===== config.mk =====
export PLATFORM = sky130hd
export DESIGN_NAME = layer_lp_sequencer
export DESIGN_NICKNAME = d
export VERILOG_FILES = /design/src/rtl/layer_lp_seq_pkg.sv /design/src/rtl/seq_delay_line.sv /design/src/rtl/layer_lp_sequencer.sv
export SDC_FILE = /design/constraint.sdc
export NUM_CORES = 1
export LEC_CHECK = 0
export CORE_ASPECT_RATIO = 1.2
export CORE_MARGIN = 2
export CORE_UTILIZATION = 30
export CTS_CLUSTER_DIAMETER = 50
export CTS_CLUSTER_SIZE = 16
export DETAILED_ROUTE_END_ITERATION = 6
export MAX_ROUTING_LAYER = met4
export PLACE_DENSITY = 0.51
export SETUP_SLACK_MARGIN = 0.2
export SLEW_MARGIN = 20
export SYNTH_ARGS = -nofsm -noshare
export SYNTH_HDL_FRONTEND = slang
export SYNTH_SLANG_ARGS = --single-unit

===== constraint.sdc =====
create_clock -name clk_i -period 3.3 [get_ports clk_i]
set_input_delay 0.66 -clock clk_i [delete_from_list [all_inputs] [get_ports clk_i]]
set_output_delay 0.66 -clock clk_i [all_outputs]
set_load 0.005 [all_outputs]

===== src/rtl/layer_lp_seq_pkg.sv =====
// Shared types for the layer_lp sequencer: FSM state encoding, issue tag
// carried down the read-latency delay line, and a width helper.
package layer_lp_seq_pkg;

  localparam int RD_LAT_DEF = 2;

  typedef enum logic [2:0] {
    S_IDLE,
    S_CLEAR,
    S_ISSUE,
    S_DRAIN,
    S_DONE
  } seq_state_t;

  typedef struct packed {
    logic valid;
    logic last_chunk;
  } issue_tag_t;

  localparam int TAG_W = $bits(issue_tag_t);

  // Bits needed to hold 'value'; never below 1 so single-layer builds keep a
  // real layer_id port.
  function automatic int clogb2(input int value);
    int r;
    r = 0;
    for (int v = value; v > 0; v = v >> 1) r++;
    return (r < 1) ? 1 : r;
  endfunction

endpackage


===== src/rtl/seq_delay_line.sv =====
// RD_LAT-deep shift register of issue tags; re-times each issue so en and
// acc_clear_and_go line up with the weight data. flush_i empties all stages.
module seq_delay_line
  import layer_lp_seq_pkg::*;
#(
  parameter int RD_LAT = RD_LAT_DEF
) (
  input  logic             clk_i,
  input  logic             rst_ni,
  input  logic             flush_i,
  input  logic [TAG_W-1:0] tag_i,
  output logic [TAG_W-1:0] tag_o
);

  issue_tag_t [RD_LAT-1:0] pipe_q;

  // Shift tags one stage per cycle; flush drops everything in flight.
  always_ff @(posedge clk_i or negedge rst_ni) begin
    if (!rst_ni) begin
      pipe_q <= '0;
    end else if (flush_i) begin
      pipe_q <= '0;
    end else begin
      pipe_q[0] <= tag_i;
      for (int i = 1; i < RD_LAT; i++) pipe_q[i] <= pipe_q[i-1];
    end
  end

  assign tag_o = pipe_q[RD_LAT-1];

endmodule


===== src/rtl/layer_lp_sequencer.sv =====
// Sequences one layer_lp datapath through a multi-layer inference: weight and
// spike read addresses, conv enable/clear strobes and layer_id.
// Optional macro SEQ_PERF_CNT_EN adds a saturating busy-cycle counter.
module layer_lp_sequencer
  import layer_lp_seq_pkg::*;
#(
  parameter int LAYERS       = 4,
  parameter int WEIGHT_DEPTH = 8192,
  parameter int MAX_NEURON   = 256,
  parameter int MAX_CHUNK    = 64,
  parameter int RD_LAT       = RD_LAT_DEF,
  parameter int DRAIN        = 8,
  localparam int ADDR_W      = clogb2(WEIGHT_DEPTH - 1),
  localparam int NW          = clogb2(MAX_NEURON),
  localparam int CW          = clogb2(MAX_CHUNK),
  localparam int LW          = clogb2(LAYERS - 1)
) (
  input  logic                 clk_i,
  input  logic                 rst_ni,
  input  logic                 start_i,
  input  logic [LAYERS*NW-1:0] cfg_neurons_i,
  input  logic [LAYERS*CW-1:0] cfg_chunks_i,
  output logic                 busy_o,
  output logic                 done_o,
  output logic                 cfg_error_o,
  output logic [ADDR_W-1:0]    weight_rd_addr_o,
  output logic [CW-1:0]        spike_rd_addr_o,
  output logic                 spike_bank_o,
  output logic                 en_o,
  output logic                 acc_clear_o,
  output logic                 acc_clear_and_go_o,
  output logic [LW-1:0]        layer_id_o,
  output logic [31:0]          cycle_count_o
);

  localparam int DRW = clogb2(RD_LAT + DRAIN - 1);

  seq_state_t           state_q, state_d;
  logic [ADDR_W-1:0]    addr_q, addr_d;
  logic                 full_q, full_d;   // address WEIGHT_DEPTH-1 already issued
  logic [CW-1:0]        chunk_q, chunk_d;
  logic [NW-1:0]        neuron_q, neuron_d;
  logic [LW-1:0]        layer_q, layer_d;
  logic [DRW-1:0]       drain_q, drain_d;
  logic [LAYERS*NW-1:0] ncfg_q, ncfg_d;
  logic [LAYERS*CW-1:0] ccfg_q, ccfg_d;
  logic                 err_q, err_d;

  issue_tag_t tag_in, tag_out;
  logic       flush;
  logic       last_chunk, last_neuron;

  assign last_chunk  = (chunk_q  == ccfg_q[layer_q*CW +: CW]);
  assign last_neuron = (neuron_q == ncfg_q[layer_q*NW +: NW]);

  // State and counter registers.
  always_ff @(posedge clk_i or negedge rst_ni) begin
    if (!rst_ni) begin
      state_q  <= S_IDLE;
      addr_q   <= '0;
      full_q   <= 1'b0;
      chunk_q  <= '0;
      neuron_q <= '0;
      layer_q  <= '0;
      drain_q  <= '0;
      ncfg_q   <= '0;
      ccfg_q   <= '0;
      err_q    <= 1'b0;
    end else begin
      state_q  <= state_d;
      addr_q   <= addr_d;
      full_q   <= full_d;
      chunk_q  <= chunk_d;
      neuron_q <= neuron_d;
      layer_q  <= layer_d;
      drain_q  <= drain_d;
      ncfg_q   <= ncfg_d;
      ccfg_q   <= ccfg_d;
      err_q    <= err_d;
    end
  end

  // Next state, issue walk and address overflow handling.
  always_comb begin
    state_d  = state_q;
    addr_d   = addr_q;
    full_d   = full_q;
    chunk_d  = chunk_q;
    neuron_d = neuron_q;
    layer_d  = layer_q;
    drain_d  = drain_q;
    ncfg_d   = ncfg_q;
    ccfg_d   = ccfg_q;
    err_d    = err_q;
    tag_in   = '0;
    flush    = 1'b0;
    unique case (state_q)
      S_IDLE: if (start_i) begin
        state_d  = S_CLEAR;
        ncfg_d   = cfg_neurons_i;
        ccfg_d   = cfg_chunks_i;
        err_d    = 1'b0;
        addr_d   = '0;
        full_d   = 1'b0;
        chunk_d  = '0;
        neuron_d = '0;
        layer_d  = '0;
      end
      S_CLEAR: state_d = S_ISSUE;
      S_ISSUE: begin
        if (full_q) begin
          // Next issue would need address WEIGHT_DEPTH: abort without wrapping.
          err_d   = 1'b1;
          flush   = 1'b1;
          state_d = S_DONE;
        end else begin
          tag_in.valid      = 1'b1;
          tag_in.last_chunk = last_chunk;
          if (addr_q == ADDR_W'(WEIGHT_DEPTH - 1)) full_d = 1'b1;
          else                                     addr_d = addr_q + 1'b1;
          if (last_chunk) begin
            chunk_d  = '0;
            neuron_d = neuron_q + 1'b1;
          end else begin
            chunk_d = chunk_q + 1'b1;
          end
          if (last_chunk && last_neuron) begin
            neuron_d = '0;
            drain_d  = '0;
            state_d  = S_DRAIN;
          end
        end
      end
      // RD_LAT cycles empty the delay line, then DRAIN quiet cycles follow,
      // so layer_id only moves once no strobe can still be in flight.
      S_DRAIN: begin
        if (drain_q == DRW'(RD_LAT + DRAIN - 1)) begin
          if (layer_q == LW'(LAYERS - 1)) begin
            state_d = S_DONE;
          end else begin
            layer_d  = layer_q + 1'b1;
            chunk_d  = '0;
            neuron_d = '0;
            state_d  = S_CLEAR;
          end
        end else begin
          drain_d = drain_q + 1'b1;
        end
      end
      S_DONE:  state_d = S_IDLE;
      default: state_d = S_IDLE;
    endcase
  end

  // Moore outputs decoded from the state.
  always_comb begin
    busy_o      = 1'b0;
    done_o      = 1'b0;
    acc_clear_o = 1'b0;
    unique case (state_q)
      S_CLEAR: begin busy_o = 1'b1; acc_clear_o = 1'b1; end
      S_ISSUE: busy_o = 1'b1;
      S_DRAIN: busy_o = 1'b1;
      S_DONE:  done_o = 1'b1;
      default: ;
    endcase
  end

  seq_delay_line #(.RD_LAT(RD_LAT)) u_dly (
    .clk_i  (clk_i),
    .rst_ni (rst_ni),
    .flush_i(flush),
    .tag_i  (tag_in),
    .tag_o  (tag_out)
  );

  assign en_o               = tag_out.valid;
  assign acc_clear_and_go_o = tag_out.valid & tag_out.last_chunk;
  assign weight_rd_addr_o   = addr_q;
  assign spike_rd_addr_o    = chunk_q;
  assign layer_id_o         = layer_q;
  assign spike_bank_o       = layer_q[0];
  assign cfg_error_o        = err_q;

`ifdef SEQ_PERF_CNT_EN
  logic [31:0] cyc_q;

  // Counts every non-idle cycle of a run, saturating; held until next start.
  always_ff @(posedge clk_i or negedge rst_ni) begin
    if (!rst_ni)                 cyc_q <= '0;
    else if (state_q == S_IDLE) begin
      if (start_i)               cyc_q <= '0;
    end else if (cyc_q != '1)    cyc_q <= cyc_q + 1'b1;
  end

  assign cycle_count_o = cyc_q;
`else
  assign cycle_count_o = '0;
`endif

endmodule


# Word level (Yosys, flattened, before mapping)
# Cells that the tools add are included.
[totals] ramBits=0 latchBits=0 input_bits=67 mem_count=0 word_cells=104 mem_bits_ro=0 regBits=108
[classes] n_bitwise=1 div_mod_pow=0 shifts=2 n_mul=2 eq_ne=19 n_lt_le_gt_ge=0 n_addsub=5 n_mux=45 n_reduce_logical=16
[ops] op="9-bit two-way mux" n=6
[ops] op="13-bit two-way mux" n=3
[ops] op="36-bit by 7-bit variable part select with 9-bit output" n=1
[ops] op="7-bit two-way mux" n=5
[ops] op="28-bit by 6-bit variable part select with 7-bit output" n=1
[ops] op="9-bit one-hot mux with 3 select lines" n=1
[ops] op="13-bit one-hot mux with 2 select lines" n=1
[ops] op="7-bit one-hot mux with 3 select lines" n=1
[ops] op="4-bit two-way mux" n=4
[ops] op="2-bit inequality test, second input constant" n=8
[ops] op="3-bit two-way mux" n=5
[ops] op="13-bit by 1-bit adder with 13-bit output, second input constant" n=1
[ops] op="13-bit == test, second input constant" n=1
[ops] op="3-bit one-hot mux with 4 select lines" n=1
[ops] op="4-bit AND reduction" n=3
[ops] op="2-bit two-way mux" n=5
[ops] op="9-bit by 1-bit adder with 9-bit output, second input constant" n=1
[ops] op="9-bit == test" n=1
[ops] op="1-bit two-way mux" n=9
[ops] op="4-bit one-hot mux with 2 select lines" n=1
[ops] op="7-bit by 1-bit adder with 7-bit output, second input constant" n=1
[ops] op="7-bit == test" n=1
[ops] op="3-bit by 2-bit == test with 1-bit output, second input constant" n=2
[ops] op="2-bit by 4-bit multiplier with 6-bit output, second input constant" n=1
[ops] op="20 further kinds" n=26

# Longest topological paths before layout
# Gate-level depths: netlist (run 1).
[depth] depth_word=7 mapped_depth=9 ltp_nobuf=8

# Modules after synthesis
# A second synthesis (run 1) with hierarchy kept.
[unflattened] hier_cells=598 area_unflattened_um2=5625.4
[modules_own_cells] mod="layer_lp_sequencer" area_per_inst_um2=5485.3 cells_per_inst=588 n_inst=1 seq_area_each_um2=2602.5
[modules_own_cells] mod="seq_delay_line" area_per_inst_um2=140.1 cells_per_inst=10 n_inst=1 seq_area_each_um2=100.1

# Least setup slack after synthesis (run 1)
# No wires, ideal clock.
[synth_timing] path_kind="flip-flop to flip-flop" from="register layer_q[1], in the netlist layer_id_o[1]" to="register drain_q[2]" setup_slack_ps=746 synth_period_minus_slack_ps=2554 required_ps=3169 stages_incl_launch_ff=10 arrival_time_ps=2423 path_buffers=3 cell_sequence="dfrtp_1 clkbuf_1 clkbuf_1 mux4_2 xnor2_1 nand3_1 or4_4 buf_6 o31ai_2 o31ai_1"
[synth_via] elab_chain_len=6 word_cells_on_any_way=9
[synth_rtl] item="start, declared" line="layer_lp_sequencer.sv:43" text="logic [LW-1:0] layer_q, layer_d;"
[synth_rtl] item="start signal, assigned" line="layer_lp_sequencer.sv:75" text="layer_q <= layer_d;"
[synth_rtl] item="2-bit by 4-bit multiplier with 6-bit output / 2-bit by 3-bit multiplier with 5-bit output (equally long branches)" line="layer_lp_sequencer.sv:54, layer_lp_sequencer.sv:53"
[synth_rtl] item="36-bit by 7-bit variable part select with 9-bit output / 28-bit by 6-bit variable part select with 7-bit output (equally long branches)" line="layer_lp_sequencer.sv:54, layer_lp_sequencer.sv:53"
[synth_rtl] item="9-bit == test / 7-bit == test (equally long branches)" line="layer_lp_sequencer.sv:54, layer_lp_sequencer.sv:53"
[synth_rtl] item="1-bit logical AND (*)" line="layer_lp_sequencer.sv:127" text="if (last_chunk && last_neuron) begin"
[synth_rtl] item="2-bit inequality test (no source line) (*)"
[synth_rtl] item="4-bit AND reduction (no source line) (*)"
[synth_rtl] item="end signal, assigned" line="layer_lp_sequencer.sv:76" text="drain_q <= drain_d;"
[synth_rtl] item="end, declared" line="layer_lp_sequencer.sv:44" text="logic [DRW-1:0] drain_q, drain_d;"
# Every way passes the cells marked *; elsewhere a longest branch is shown, timed or not.
# A chain may end at the register's enable or synchronous reset.

# Final worst setup path (run 1)
[layout_timing] from="register layer_q[0], in the netlist layer_id_o[0]" to="register neuron_q[4]"
[layout_via] elab_chain_len=7 word_cells_on_any_way=14
[layout_rtl] item="2-bit by 4-bit multiplier with 6-bit output / 2-bit by 3-bit multiplier with 5-bit output (equally long branches)" line="layer_lp_sequencer.sv:54, layer_lp_sequencer.sv:53"
[layout_rtl] item="36-bit by 7-bit variable part select with 9-bit output / 28-bit by 6-bit variable part select with 7-bit output (equally long branches)" line="layer_lp_sequencer.sv:54, layer_lp_sequencer.sv:53"
[layout_rtl] item="9-bit == test / 7-bit == test (equally long branches)" line="layer_lp_sequencer.sv:54, layer_lp_sequencer.sv:53"
[layout_rtl] item="1-bit logical AND" line="layer_lp_sequencer.sv:127"
[layout_rtl] item="9-bit two-way mux" line="layer_lp_sequencer.sv:127"
[layout_rtl] item="9-bit two-way mux" line="layer_lp_sequencer.sv:111" text="if (full_q) begin"
[layout_rtl] item="9-bit one-hot mux with 3 select lines" line="layer_lp_sequencer.sv:97" text="unique case (state_q)"
[layout_rtl] item="end signal, assigned" line="layer_lp_sequencer.sv:74" text="neuron_q <= neuron_d;"
[layout_rtl] item="end, declared" line="layer_lp_sequencer.sv:42" text="logic [NW-1:0] neuron_q, neuron_d;"
# Several ways; a longest one is shown, not always the timed one. The select of a mux whose other input is x is not followed.

==> summary.md, run 1 <==
| Metric | Value |
|---|---|
| Total number of H-tree levels | `3` |
| Setup Viol. Count Final | `0` |
| Clock-pin slew on the worst setup and hold paths | `70 ps` |
| Simple-gate share of the synthesized area | `23.4%` |
| Critical path buffers and inverters | `1` |
| Synthesized area divided by synthesized cell count | `9.36 um2` |
| Post-synth design cell area | `5640 um2` |
| Gp weighted congestion | `0.754` |
| Max frequency | `0.361 GHz` |
| Relative slew margins | `44.2%` |
| Starting utilization of the core area | `30.8%` |
| Post-CTS Setup Repair Bufs | `0` |
| Crit path launch | `layer_id_o[0]$_DFFE_PN0P_` |
| Final critical-path required period | `2770 ps` |
| # hold bufs at CTS | `0` |
| Net count, final | `755` |
| TritonCTS Buffers | `9` |
| Clk buf depth | `2` |
| Synthesized-area fraction occupied by adder cells | `1.33%` |
| Cell Count Post-Placement | `923` |
| Leakage power figure | `3.23 nW` |
| Vias per std cell | `4.57` |
| DR iter-0 viols | `248` |
| Number of non-filler instances in the completed layout | `939` |
| Setup skew after layout | `8.27 ps` |
| Drc violations | `0` |
| Timing endpoint of the critical path | `neuron_q[4]$_DFFE_PN0P_` |
| Outcome | `finished, final reports clean` |
| Cell count after synthesis | `602` |
| Post-Route WL | `13000 um` |
| HPWL reported at the end of detailed placement | `9330 um` |
| Die Width | `129 um` |
| Fin. Hold Viols | `0` |
| Number of violations of the max-capacitance limit | `0` |
| Fill cell total of the finished layout | `1882` |
| Global-route wire length before repair | `21900 um` |
| Predominant post-synthesis flop cell | `sky130_fd_sc_hd__dfrtp_1` |
| Category of the worst setup path capture point | `flop` |
| Final TNS setup | `0 ps` |
| Number of clock sinks | `108` |
| Count of instances resized after the clock tree is built | `0` |
| Number of gates on the worst path with buffers counted | `7` |
| Summed area of non-filler cells in the final layout | `7000 um2` |
| Most frequent cell on the critical path | `sky130_fd_sc_hd__nand4_1` |
| Routed length per placed instance | `13.8 um` |
| Number of buffers added on ports | `95` |
| Seq/Total Area, Yosys | `47.9%` |
| Largest stage delay, worst path | `650 ps` |
| Number of max-slew violations in the final report | `0` |
| Count of yosys warnings during synthesis | `0` |
| Count of state elements after synthesis | `108` |
| Share of the clock period used by the worst path | `83.9%` |
| Area inside the core boundary | `18300 um2` |
| Share of the synthesized area in compound gates (AO/OA/AOI/OAI) | `7.50%` |
| Data required time of the critical path | `3560 ps` |
| Hold Crit Class | `primary input to asynchronous set/reset pin` |
| Pin count of the biggest net entering global routing | `79` |
| Cell at the root of the clock tree | `sky130_fd_sc_hd__clkbuf_16` |
| Reg-to-reg critical path startpoint | `layer_id_o[0]$_DFFE_PN0P_` |
| Total Die Area | `19900 um2` |
| Largest family of logic cells by synthesized area | `simple AND/OR/NAND/NOR gates` |
| Total inserted antenna cells | `0` |
| Critical path fanouts, max | `19` |
| Slowest CP cell | `sky130_fd_sc_hd__mux4_1` |
| Commonest cells after routing, fill and taps aside | `220 x sky130_fd_sc_hd__nand2_1, 108 x sky130_fd_sc_hd__dfrtp_1, 94 x sky130_fd_sc_hd__clkdlybuf4s50_1` |
| Number of search-and-repair iterations in the first detailed-routing pass | `4` |
| Detailed-route via count | `4292` |
| Antenna violations before repair | `0` |
| Row count | `54` |
| Fraction of final layout cells sized beyond drive strength 1 | `5.82%` |
| Slew @ Worst Pin | `837 ps` |
| Type of origin of the critical path | `flop` |
| Category of the critical setup timing path | `flop to flop` |
| Post-Route Utilization | `38.2%` |
| Cell family with most CP delay | `simple AND/OR/NAND/NOR gates` |
| Area of placed instances | `6690 um2` |
| Count of pins on the block boundary | `128` |
| Number of global-route vias before repair | `4452` |
| IR drop worst, VDD | `0.349 mV` |
| Arrival time at the worst endpoint | `3030 ps` |
| Post-synthesis share of cell area spent on xor and xnor gates | `3.88%` |
| Grt total ovfl | `0` |
| Number of nets with antenna violations after detailed routing | `0` |
| Async set-reset flop share out of synthesis | `100%` |
| Area overhead of the layout relative to synthesis | `24.1%` |
| All-Layer GR Usage | `14.0%` |
| Cell area power density | `793 nW/um2` |
| Register-to-Register Setup Slack | `530 ps` |
| Worst-path cell chain | `buf_4 -> mux4_1 -> xnor2_1 -> nand4_1 -> nor2_1 -> nand4_1 -> o211ai_1` |
| Most common library cell in the layout ignoring fill and taps | `sky130_fd_sc_hd__nand2_1` |
| Count of flip-flops with a built-in enable after synthesis | `0` |
| Vertical die dimension | `154 um` |
| Mux contribution to synthesized area | `8.26%` |
| TritonCTS clock tree | `done` |
| Reg2Reg Depth | `7` |
| Setup repair after global routing missed its margin | `false` |
| Number of distinct library cell variants in the gate-level netlist after synthesis | `52` |
| Clock latency on the worst-skew pair | `340 ps` |
| Endpoint of the most critical register-to-register path | `neuron_q[4]$_DFFE_PN0P_` |
[kinds of logic (layout without fill, tap and decap cells)]
logic type	after synthesis	after routing
and+or+nand+nor	310	310
DFF	108	108
buffers and inverters	72	126
AOI/OAI and AO/OA	58	58
xor gates and xnor gates	25	25
muxes	22	22
adders and majority gates	6	6
other	1	32
[worst min-delay path by stage]
stage | cells past startpoint | to | slack (ps)
final | 1 | ncfg_q[14]$_DFFE_PN0P_ | 340
after global placement | 1 | u_dly.tag_o[0]$_DFF_PN0_ | 450
after detailed placement | 2 | ccfg_q[9]$_DFFE_PN0P_ | 450
after floorplan | 0 | ccfg_q[0]$_DFFE_PN0P_ | 360
after global routing | 1 | ncfg_q[14]$_DFFE_PN0P_ | 400
after CTS | 2 | ccfg_q[9]$_DFFE_PN0P_ | 470
[where the power goes]
group	switching (mW)	internal [mW]
registers	0.399	1.82
clock network	0.486	0.613
logic	1.19	1.04
[area by class of cell]
type | instances | area (um2) | area share, %
Tap cell | 252 | 315 | 4.51
Clock inverter | 5 | 60.1 | 0.858
Timing Repair Buffer | 102 | 1020 | 14.5
Sequential cell | 108 | 2700 | 38.6
Clock buffer | 11 | 243 | 3.47
Multi-Input combinational cell | 453 | 2630 | 37.6
Inverter | 8 | 30.0 | 0.429
[routing by layer]
metal | up-vias | track usage, % | part of all wire (%)
met5 | - | - | 0
met4 | 0 | 4.30 | 1.3
met3 | 11 | 1.77 | 2.8
met2 | 92 | 21.8 | 48
met1 | 2071 | 18.9 | 48
li1 | 2118 | - | -
[synthesized netlist by cell type (all sizes together) (2+ instances only)]
library cell	n	share of area (%)
a2111oi	2	0.31
a211oi	7	1.0
a21o	4	0.53
a21oi	5	0.44
a31oi	5	0.55
a32oi	4	0.62
a41o	3	0.53
and2	5	0.55
and3	4	0.44
buf	41	5.5
clkbuf	23	1.5
dfrtp	108	48
ha	6	1.3
inv	8	0.53
mux2i	6	1.1
mux4	16	7.2
nand2	220	15
nand2b	2	0.22
nand3	16	1.4
nand3b	4	0.60
nand4	10	1.1
nor2	24	1.6
nor2b	4	0.44
nor3	8	0.71
o211ai	2	0.27
o21ai	16	1.6
o31ai	5	0.84
or2	5	0.55
or3	3	0.33
xnor2	20	3.1
xor2	5	0.78
[flip-flops by register name (all words and copies together) (netlist names)]
signal and flops:
ccfg_q 28, cfg_error_o 1, drain_q 4, full_q 1, layer_id_o 2, ncfg_q 36
neuron_q 9, spike_rd_addr_o 7, state_q 3, u_dly.pipe_q 2, u_dly.tag_o 2, weight_rd_addr_o 13
[stage by stage]
stage          setup slack, ps  hold WS [ps]  power, mW
3_3_place_gp               579           445       4.44
3_5_place_dp               513           455       4.51
5_1_grt                    292           395       6.02
4_1_cts                    490           473       5.63
2_1_floorplan              746           364       3.82
6_report                   531           343       5.55
(Power assumes the default switching activity.)
==> inputs of run 2 (changes only) <==
--- a/config.mk
+++ b/config.mk
@@ -12,7 +12,7 @@
 export CTS_CLUSTER_SIZE = 16
 export DETAILED_ROUTE_END_ITERATION = 6
 export MAX_ROUTING_LAYER = met4
-export PLACE_DENSITY = 0.51
+export PLACE_DENSITY = 0.53
 export SETUP_SLACK_MARGIN = 0.2
 export SLEW_MARGIN = 20
 export SYNTH_ARGS = -nofsm -noshare
==> constraint.sdc (replaced) <==
create_clock -name clk_i -period 2.3 [get_ports clk_i]
set_input_delay 0.46 -clock clk_i [delete_from_list [all_inputs] [get_ports clk_i]]
set_output_delay 0.46 -clock clk_i [all_outputs]
set_load 0.005 [all_outputs]
==> run 2 against run 1 <==
Net effect:
- the flow now finishes with violations (setup timing)
- first-iteration DRC count shrank 0.40%
- register-to-register slack lost 800 ps
- combinational power grew 81%
- clock power grew 35%
- maximum frequency grew 7.7%
- critical path depth is the same
- flip-flop and latch count is the same
- critical endpoint is now state_q[0]$_DFFE_PN0P_
==> summary.md, run 2 (synthesized netlist as in run 1, its figures left out) <==
| Metric | Value |
|---|---|
| Outcome | `finished, violations left` |
| Failing checks | `setup timing` |
| Pin count of the biggest net entering global routing | `51` |
| Routed length per placed instance | `13.9 um` |
| Gp weighted congestion | `0.778` |
| Drc violations | `0` |
| Setup repair after global routing missed its margin | `true` |
| Cell area power density | `1180 nW/um2` |
| Vertical die dimension | `154 um` |
| Setup skew after layout | `14.2 ps` |
| Grt total ovfl | `0` |
| Starting utilization of the core area | `30.8%` |
| Area overhead of the layout relative to synthesis | `30.8%` |
| Number of search-and-repair iterations in the first detailed-routing pass | `4` |
| Clk buf depth | `2` |
| Fin. Hold Viols | `0` |
| Share of the clock period used by the worst path | `112%` |
| Busiest layer in global routing | `met2` |
| Total inserted antenna cells | `0` |
| Largest stage delay, worst path | `630 ps` |
| # hold bufs at CTS | `0` |
| Number of nets with antenna violations after detailed routing | `0` |
| TritonCTS clock tree | `done` |
| Total Die Area | `19900 um2` |
| Global-route met3 utilization | `2.51%` |
| Combined flip-flop and latch cell area | `2710 um2` |
| Worst-path cell chain | `buf_12 -> buf_16 -> mux4_2 -> xor2_2 -> or4_4 -> o21ai_4 -> a21boi_2` |
| Fraction of final layout cells sized beyond drive strength 1 | `14.3%` |
| Number of buffers added on ports | `95` |
| Cell Count Post-Placement | `946` |
| Number of global-route vias before repair | `4553` |
| Clock-pin slew on the worst setup and hold paths | `80 ps` |
| Flip-flop count of the largest register after layout | `36` |
| Post-Route WL | `13500 um` |
| Clock latency on the worst-skew pair | `360 ps` |
| Setup WS post-layout | `-270 ps` |
| Number of non-filler instances in the completed layout | `972` |
| Number of clock sinks | `108` |
| Category of the critical setup timing path | `flop to flop` |
| Final critical-path required period | `2570 ps` |
| Relative slew margins | `61.3%` |
| Cell family with most CP delay | `simple AND/OR/NAND/NOR gates` |
| Register with the most flip-flops | `ncfg_q` |
| Antenna violations before repair | `0` |
| Vias per std cell | `4.53` |
| Post-route worst hold slack | `77.9 ps` |
| Category of the worst setup path capture point | `flop` |
| Slew @ Worst Pin | `574 ps` |
| Fill cell total of the finished layout | `1863` |
| All-Layer GR Usage | `14.6%` |
| IR drop worst, VDD | `0.497 mV` |
| Met1 Usage GRT | `18.9%` |
| Detailed-route via count | `4404` |
| Critical path fanouts, max | `8` |
| Cell at the root of the clock tree | `sky130_fd_sc_hd__clkbuf_16` |
| Leakage power figure | `3.40 nW` |
| TritonCTS Buffers | `9` |
| Number of violations of the max-capacitance limit | `0` |
| Net count, final | `788` |
| Slowest CP cell | `sky130_fd_sc_hd__or4_4` |
| Hold Crit Class | `primary input to asynchronous set/reset pin` |
| Number of max-slew violations in the final report | `0` |
| Commonest cells after routing, fill and taps aside | `220 x sky130_fd_sc_hd__nand2_1, 105 x sky130_fd_sc_hd__dfrtp_1, 92 x sky130_fd_sc_hd__clkdlybuf4s50_1` |
| Met2 track demand over resource | `23.6%` |
| HPWL reported at the end of detailed placement | `9940 um` |
| Die Width | `129 um` |
| Type of origin of the critical path | `flop` |
| Row count | `54` |
| Count of pins on the block boundary | `128` |
| Post-Route Utilization | `40.3%` |
| Arrival time at the worst endpoint | `2860 ps` |
| Data required time of the critical path | `2590 ps` |
| Area inside the core boundary | `18300 um2` |
| Most common library cell in the layout ignoring fill and taps | `sky130_fd_sc_hd__nand2_1` |
| Total number of H-tree levels | `3` |
| DR iter-0 viols | `247` |
| Critical path buffers and inverters | `2` |
| Global-route wire length before repair | `22500 um` |
| Setup Viol. Count Final | `19` |
| Max frequency | `0.389 GHz` |
| Area occupied by multi-input gates | `2690 um2` |
-- run 2: changes by cell type in the layout (fill, tap and decap cells not counted), sizes merged --
cell           before  now
or4                 1    2
clkdlybuf4s50      94   92
buf                 8   40
clkdlybuf4s15       0    1
clkinv              2    4
clkbuf             11    9
inv                 9   10
bufinv              1    0
dlymetal6s2s        0    1
-- run 2: cell type report --
cell class / instances / share of cell area [%]
Clock buffer: 9 / 3.05
Clock inverter: 7 / 0.798
Inverter: 8 / 0.407
Multi-Input combinational cell: 454 / 36.5
Sequential cell: 108 / 36.7
Tap cell: 252 / 4.28
Timing Repair Buffer: 134 / 18.2
-- run 2: what timing repair did --
item | in CTS | in global routing
gates cloned | 2 | 0
gates resized for setup | 22 | 16
endpoints found under the setup margin | 24 | 28
pin swaps | 9 | 9
buffers inserted | 3 | 5
-- run 2: metrics by stage --
step	total power, mW	setup TNS, ps	area, um2	setup WS, ps
2_1_floorplan	5.52	-1460	5740	-161
3_3_place_gp	6.68	-2570	6890	-194
3_5_place_dp	6.77	-3680	6890	-277
4_1_cts	8.54	-3130	7280	-246
5_1_grt	9.39	-4640	7370	-350
6_report	8.69	-3280	7370	-270
-- run 2: path summary, 6_finish.rpt --
path | start | end | slack, ps | cells past startpoint
hold reg to reg | u_dly.pipe_q[0]$_DFF_PN0_ | u_dly.tag_o[0]$_DFF_PN0_ | 470 | 1
setup reg to reg | layer_id_o[0]$_DFFE_PN0P_ | state_q[0]$_DFFE_PN0P_ | -270 | 7
min in group clk_i | u_dly.pipe_q[0]$_DFF_PN0_ | u_dly.tag_o[0]$_DFF_PN0_ | 470 | 1
max in group asynchronous | rst_ni | ncfg_q[0]$_DFFE_PN0P_ | 1570 | 2
hold / removal | rst_ni | u_dly.tag_o[1]$_DFF_PN0_ | 80 | 1
setup / recovery | layer_id_o[0]$_DFFE_PN0P_ | state_q[0]$_DFFE_PN0P_ | -270 | 7
-- run 2: worst register-to-register path, cell delays in order (launching register included) --
cell	delay, ps
sky130_fd_sc_hd__dfrtp_2	440
sky130_fd_sc_hd__buf_12	130
sky130_fd_sc_hd__buf_16	110
sky130_fd_sc_hd__mux4_2	540
sky130_fd_sc_hd__xor2_2	180
sky130_fd_sc_hd__or4_4	630
sky130_fd_sc_hd__o21ai_4	280
sky130_fd_sc_hd__a21boi_2	210
-- run 2: metal layers --
metal	wire, um	vias up
met4	159	0
met2	6720	93
li1	-	2179
met1	6280	2122
met5	0	-
met3	388	10
-- run 2: report_power, final --
group	switching [mW]	total, mW	internal (mW)
clock	0.739	1.49	0.750
sequential	0.533	3.16	2.62
combinational	2.03	4.04	2.02
total	3.30	8.69	5.39
